File: config.mk
export PLATFORM = sky130hd
export DESIGN_NAME = multicycle_control
export DESIGN_NICKNAME = d
export VERILOG_FILES = /design/src/rtl/multicycle_control.sv
export SDC_FILE = /design/constraint.sdc
export NUM_CORES = 1
export LEC_CHECK = 0
export CAP_MARGIN = 10
export CORE_ASPECT_RATIO = 1.1
export CORE_MARGIN = 2
export CORE_UTILIZATION = 42
export CTS_BUF_LIST = sky130_fd_sc_hd__clkbuf_2
export DETAILED_ROUTE_END_ITERATION = 16
export PLACE_DENSITY = 0.83
export SETUP_SLACK_MARGIN = 0.4
export SLEW_MARGIN = 5
export SYNTH_ARGS = -nofsm -noshare
export SYNTH_HDL_FRONTEND = slang
export SYNTH_SLANG_ARGS = --single-unit
File: constraint.sdc
create_clock -name CLK -period 1.7 [get_ports CLK]
set_clock_uncertainty 0.15 [all_clocks]
set_input_delay 0.17 -clock CLK [delete_from_list [all_inputs] [get_ports CLK]]
set_output_delay 0.17 -clock CLK [all_outputs]
set_load 0.05 [all_outputs]
File: src/rtl/multicycle_control.sv
// Multi-cycle main control FSM for the accumulator processor.
// Drives ALU op/operand selects and all datapath write strobes, one state per cycle.
module multicycle_control (
  input  logic       CLK,
  input  logic       Reset,
  input  logic [4:0] Opcode,
  input  logic       MemReady,
  output logic [1:0] ALUOp,
  output logic [1:0] ALUSrcA,
  output logic [1:0] ALUSrcB,
  output logic       IorD,
  output logic       MemRead,
  output logic       MemWrite,
  output logic       IRWrite,
  output logic       PCWrite,
  output logic       PCWriteCond,
  output logic [1:0] PCSource,
  output logic       AccWrite,
  output logic [1:0] AccSrc,
  output logic       SPWrite,
  output logic       RAWrite,
  output logic       Illegal,
  output logic       Halted,
  output logic [3:0] State
);

  localparam int unsigned STATE_W = 4;

  localparam logic [STATE_W-1:0] S_FETCH   = 4'd0;
  localparam logic [STATE_W-1:0] S_DECODE  = 4'd1;
  localparam logic [STATE_W-1:0] S_EXEC_R  = 4'd2;
  localparam logic [STATE_W-1:0] S_EXEC_I  = 4'd3;
  localparam logic [STATE_W-1:0] S_ALU_WB  = 4'd4;
  localparam logic [STATE_W-1:0] S_BRANCH  = 4'd5;
  localparam logic [STATE_W-1:0] S_JAL     = 4'd6;
  localparam logic [STATE_W-1:0] S_SP_ADDR = 4'd7;
  localparam logic [STATE_W-1:0] S_MEM_RD  = 4'd8;
  localparam logic [STATE_W-1:0] S_MEM_WB  = 4'd9;
  localparam logic [STATE_W-1:0] S_MEM_WR  = 4'd10;
  localparam logic [STATE_W-1:0] S_SP_WB   = 4'd11;
  localparam logic [STATE_W-1:0] S_INPUT   = 4'd12;
  localparam logic [STATE_W-1:0] S_HALT    = 4'd13;

  logic [STATE_W-1:0] state;
  logic [STATE_W-1:0] state_next;

  always_ff @(posedge CLK or posedge Reset) begin
    if (Reset) state <= S_FETCH;
    else       state <= state_next;
  end

  assign State = state;

  // Outputs are gated by Reset so strobes drop asynchronously, not at the next edge.
  always_comb begin
    state_next  = S_FETCH;
    ALUOp       = 2'b00;
    ALUSrcA     = 2'b00;
    ALUSrcB     = 2'b00;
    IorD        = 1'b0;
    MemRead     = 1'b0;
    MemWrite    = 1'b0;
    IRWrite     = 1'b0;
    PCWrite     = 1'b0;
    PCWriteCond = 1'b0;
    PCSource    = 2'b00;
    AccWrite    = 1'b0;
    AccSrc      = 2'b00;
    SPWrite     = 1'b0;
    RAWrite     = 1'b0;
    Illegal     = 1'b0;
    Halted      = 1'b0;
    if (!Reset) begin
      case (state)
        S_FETCH: begin
          MemRead    = 1'b1;
          ALUSrcB    = 2'b01;
          IRWrite    = MemReady;
          PCWrite    = MemReady;
          state_next = MemReady ? S_DECODE : S_FETCH;
        end
        S_DECODE: begin
          ALUSrcB = 2'b11;
          case (Opcode)
            5'd0, 5'd1, 5'd2, 5'd3, 5'd4, 5'd5, 5'd15, 5'd29:
              state_next = S_EXEC_R;
            5'd8, 5'd9, 5'd10, 5'd11, 5'd12, 5'd13, 5'd14:
              state_next = S_EXEC_I;
            5'd16, 5'd17, 5'd18, 5'd19:
              state_next = S_BRANCH;
            5'd20:                state_next = S_JAL;
            5'd23, 5'd24, 5'd25:  state_next = S_SP_ADDR;
            5'd26:                state_next = S_INPUT;
            5'd31:                state_next = S_HALT;
            default: begin
              Illegal    = 1'b1;
              state_next = S_FETCH;
            end
          endcase
        end
        S_EXEC_R: begin
          ALUSrcA    = 2'b01;
          ALUOp      = 2'b10;
          state_next = S_ALU_WB;
        end
        S_EXEC_I: begin
          ALUSrcA    = 2'b01;
          ALUSrcB    = 2'b10;
          ALUOp      = 2'b10;
          state_next = S_ALU_WB;
        end
        S_ALU_WB: AccWrite = 1'b1;
        S_BRANCH: begin
          ALUSrcA     = 2'b01;
          ALUOp       = 2'b10;
          PCWriteCond = 1'b1;
          PCSource    = 2'b01;
        end
        S_JAL: begin
          RAWrite  = 1'b1;
          PCWrite  = 1'b1;
          PCSource = 2'b10;
        end
        S_SP_ADDR: begin
          ALUSrcA = 2'b10;
          ALUSrcB = 2'b10;
          case (Opcode)
            5'd23:   state_next = S_MEM_WR;
            5'd24:   state_next = S_MEM_RD;
            5'd25:   state_next = S_SP_WB;
            default: state_next = S_FETCH;
          endcase
        end
        S_MEM_RD: begin
          MemRead    = 1'b1;
          IorD       = 1'b1;
          state_next = MemReady ? S_MEM_WB : S_MEM_RD;
        end
        S_MEM_WB: begin
          AccWrite = 1'b1;
          AccSrc   = 2'b01;
        end
        S_MEM_WR: begin
          MemWrite   = 1'b1;
          IorD       = 1'b1;
          state_next = MemReady ? S_FETCH : S_MEM_WR;
        end
        S_SP_WB: SPWrite = 1'b1;
        S_INPUT: begin
          AccWrite = 1'b1;
          AccSrc   = 2'b10;
        end
        S_HALT: begin
          Halted     = 1'b1;
          state_next = S_HALT;
        end
        default: state_next = S_FETCH;
      endcase
    end
  end

endmodule
==> qor.txt, run 1 <==
IO Port Bufs: 31
Starting Density: 44.9%
Stop stage: clock tree synthesis (4_1_cts)
ys flop type: dfrtp_1
cts hold-fix bufs: 0
Mean Syn Cell Area: 6.74 um2
YS warnings: 0
asr flop ratio synth: 100%
register area share after synthesis: 14.1%
io pins: 33
clock buffer depth: 2
synthesized area: 708 um2
total number of H-tree levels: 1
result of the run: did not finish
die width: 43.2 um
# Post-CTS Setup Buffers: 8
#FFs+latches synth: 4
worst slack, placed: -0.294 ns
cells after synthesis: 105
GPL Wtd Cong: 0.852
Cell variety after synth: 40
Resized Gates After CTS: 44
TritonCTS buffer count: 3
HPWL Detailed: 2570 um
root buf cell: clkbuf_2
DIE HEIGHT: 47.1 um
Cell Rows: 15
Err: [ERROR DPL-0038] Utilization greater than 100%, impossible to legalize
EDFF count, synth: 0
Syn Nets: 113
TritonCTS Sinks: 4
[stage by stage]
stage                     utilization [%]  setup TNS (ns)  cell area (um2)  instances  hold WS (ns)
after detailed placement             94.0           -1.09             1480        165         0.398
after floorplan                         -           -2.42              897        105        0.0869
after global placement               94.0          -0.564             1480        165         0.391
[synthesized netlist by cell type (2+ instances only)]
| cell | count | share of area, % |
|---|---|---|
| and3_1 | 2 | 1.8 |
| buf_4 | 3 | 3.2 |
| a21oi_1 | 6 | 4.2 |
| nor3b_1 | 2 | 2.1 |
| or3b_1 | 2 | 2.5 |
| clkbuf_1 | 2 | 1.1 |
| nand3_1 | 2 | 1.4 |
| nor2b_1 | 6 | 5.3 |
| mux2i_1 | 2 | 2.8 |
| nor2_1 | 13 | 6.9 |
| a31oi_1 | 3 | 2.7 |
| buf_2 | 7 | 4.9 |
| o21ai_0 | 3 | 2.1 |
| nand4_1 | 2 | 1.8 |
| nand2_1 | 8 | 4.2 |
| nor4_1 | 2 | 1.8 |
| nand2b_1 | 4 | 3.5 |
| nor3_1 | 6 | 4.2 |
| o21ai_1 | 3 | 2.1 |
| nand3b_1 | 3 | 3.2 |
| inv_1 | 2 | 1.1 |
| dfrtp_1 | 4 | 14 |
[logic make-up after synthesis]
family,Yosys count,synth area share [%]
and+or+nand+nor,59,48.6
AOI/OAI and AO/OA,22,19.3
buffers and inverters,15,11.8
DFF,4,14.1
muxes,3,4.42
xor gates and xnor gates,1,1.24
other,1,0.530
==> run 2, diff against run 1 <==
Settings changed: CORE_AREA from default to 2 2 63 65, CORE_ASPECT_RATIO 1.1 to default, CORE_MARGIN 2 to default, CORE_UTILIZATION 42 to default, CTS_BUF_LIST sky130_fd_sc_hd__clkbuf_2 to default, DIE_AREA from default to 0 0 65 67, PLACE_DENSITY 0.83 to default, PLACE_DENSITY_LB_ADDON from default to 0.15, SETUP_SLACK_MARGIN 0.4 to default.
==> qor.txt, run 2 <==
result of the run: finished, violations left
violated checks: negative setup slack
CTS clock-pin slew for the worst setup and hold paths: 0.03 ns
First DRT Iteration DRCs: 14
Worst Setup End Kind: primary output
Pwr Density: 425 nW/um2
DIE HEIGHT: 67 um
GRT met3 Usage: 1.69%
setup ws final: -0.0256 ns
synthesized area: 708 um2
core area: 3610 um2
layout cell share with drive strength beyond 1: 63.5%
total power: 0.752 mW
minimum clock period: 1.73 ns
root buf cell: clkbuf_8
Cell Rows: 22
vias in the first global route: 941
synth cell count leaders: 13 x nor2_1, 8 x nand2_1, 7 x buf_2
top cells by area, synth: dfrtp_1 14%, nor2_1 6.9%, nor2b_1 5.3%
total number of H-tree levels: 1
r2r endpoint: State[3]
Worst Hold Depth: 4
hold crit path type: in2reg
CTS tree: yes
DRC viols: 0
Worst Reg-to-Reg Cells: 5
GR Util met1: 12.2%
Cell variety after synth: 40
most frequent cell after synthesis: nor2_1
Mean Syn Cell Area: 6.74 um2
antenna viol nets, final: 0
Starting Density: 19.6%
DR vias: 957
Max Clock Freq: 579 MHz
Worst path max stage delay: 0.44 ns
VDD IR max: 0.174 mV
Setup crit start kind: flip-flop
HPWL Detailed: 2040 um
HP Start: Opcode[3]
WS Path Type: reg2out
GPL Wtd Cong: 0.768
Arr. time, crit path: 1.41 ns
Largest register FFs: 4
Worst Path Max Fanout: 4
#FFs+latches synth: 4
DIE AREA: 4360 um2
worst skew pair latency: 0.21 ns
most frequent cells in the layout: 28 x buf_4, 22 x buf_12, 6 x nor2_4, 6 x a21oi_1
largest net degree at the start of global routing: 9
io pins: 33
register area share after synthesis: 14.1%
antenna violations before repair: 0
most common cell after layout, fill and taps aside: buf_4
TritonCTS Sinks: 4
Area Growth Syn to Fin: 150%
Layout Utilization: 49.1%
via/cell ratio: 4.62
Max Slew Vio Count: 0
clock buffer depth: 2
Worst Hold Path EP: State[3]
diode count: 0
first-pass GRT wire length: 4100 um
Synth area leader: dfrtp_1
EDFF count, synth: 0
slowest CP cell: dfrtp_2
drt pass-1 iters: 4
Top Usage Layer GRT: met2
routed len/inst: 12.0 um
Final setup viols: 4
crit-path cells: buf_6 -> nand3b_1 -> nor2_4 -> or2_4 -> buf_8
Total Wirelength: 2490 um
ys flop type: dfrtp_1
asr flop ratio synth: 100%
YS warnings: 0
die width: 65 um
Hold Violations, Final: 0
max cap viols: 0
RSZ-0062 raised after global routing: yes
share of the synthesized area in the top cell type: 14.1%
Syn Nets: 113
post-route clock period utilization: 102%
total track usage: 11.9%
Final #Nets: 169
TritonCTS buffer count: 3
GR Layer Usage met2: 24.7%
Worst Path Required: 1.38 ns
leakage: 0.680 nW
flop-to-flop setup slack: 0.04 ns
cells after synthesis: 105
IO Port Bufs: 31
reg2reg start: State[2]
grt total ovfl: 0
run 2: cell counts after synthesis:
Identical to the previous run, type by type.
run 2: how the worst max path moves through the flow:
stage	startpoint	to	slack [ns]	cells past startpoint
final	State[2]	PCWrite	-0.03	5
after global routing	State[2]	PCWrite	-0.07	5
after CTS	State[1]	Illegal	-0.03	4
after detailed placement	Opcode[3]	Illegal	-0.23	6
after global placement	Opcode[3]	Illegal	-0.20	6
after floorplan	State[2]	PCWrite	-0.29	5
run 2: metrics by stage:
step | worst slack (ns) | std cells | hold slack [ns] | area (um2) | TNS (ns)
global route | -0.0677 | 207 | 0.454 | 1770 | -0.446
floorplan | -0.288 | 105 | 0.0869 | 878 | -2.37
global placement | -0.203 | 198 | 0.430 | 1560 | -0.582
CTS | -0.0257 | 206 | 0.431 | 1710 | -0.0575
finish | -0.0256 | 207 | 0.433 | 1770 | -0.0389
detailed placement | -0.229 | 198 | 0.423 | 1560 | -0.661
run 2: cell type report:
cell class                 instances  area [um2]
tap                               48        60.1
timing repair buffer              64         800
fill                             334        1830
inverter                           2        7.51
clock buffer                       3        41.3
sequential                         4         105
multi-input combinational         86         758
run 2: cell families after synthesis:
family                    count (synthesis)  synth area share, %
muxes                                     3                 4.42
DFF                                       4                 14.1
and+or+nand+nor                          59                 48.6
AOI/OAI and AO/OA                        22                 19.3
xor gates and xnor gates                  1                 1.24
buffers and inverters                    15                 11.8
other                                     1                0.530
run 2: repair_timing:
| item | CTS | global route |
|---|---|---|
| endpoints found under the hold margin | 4 | 0 |
| buffers inserted | 4 | 3 |
| endpoints found under the setup margin | 13 | 17 |
| pin swaps | 6 | 10 |
| hold buffers | 1 | 0 |
| gates resized for setup | 25 | 16 |
run 2: power breakdown:
group | leakage (nW) | switching [mW] | internal [mW]
clock | 0.0216 | 0.0461 | 0.151
combinational | 0.610 | 0.225 | 0.214
sequential | 0.0483 | 0.0141 | 0.102
run 2: metal layers:
metal | vias to the layer above | routed length, um
met5 | - | 0
li1 | 485 | -
met1 | 453 | 933
met2 | 19 | 1480
met4 | 0 | 0
met3 | 0 | 82
run 2: critical path: cells and delay by family (launching register included):
family,cells,cell delay (ns)
buffers and inverters,2,0.28
DFF,1,0.44
and+or+nand+nor,3,0.47
Power figures use the tool's default switching activity.
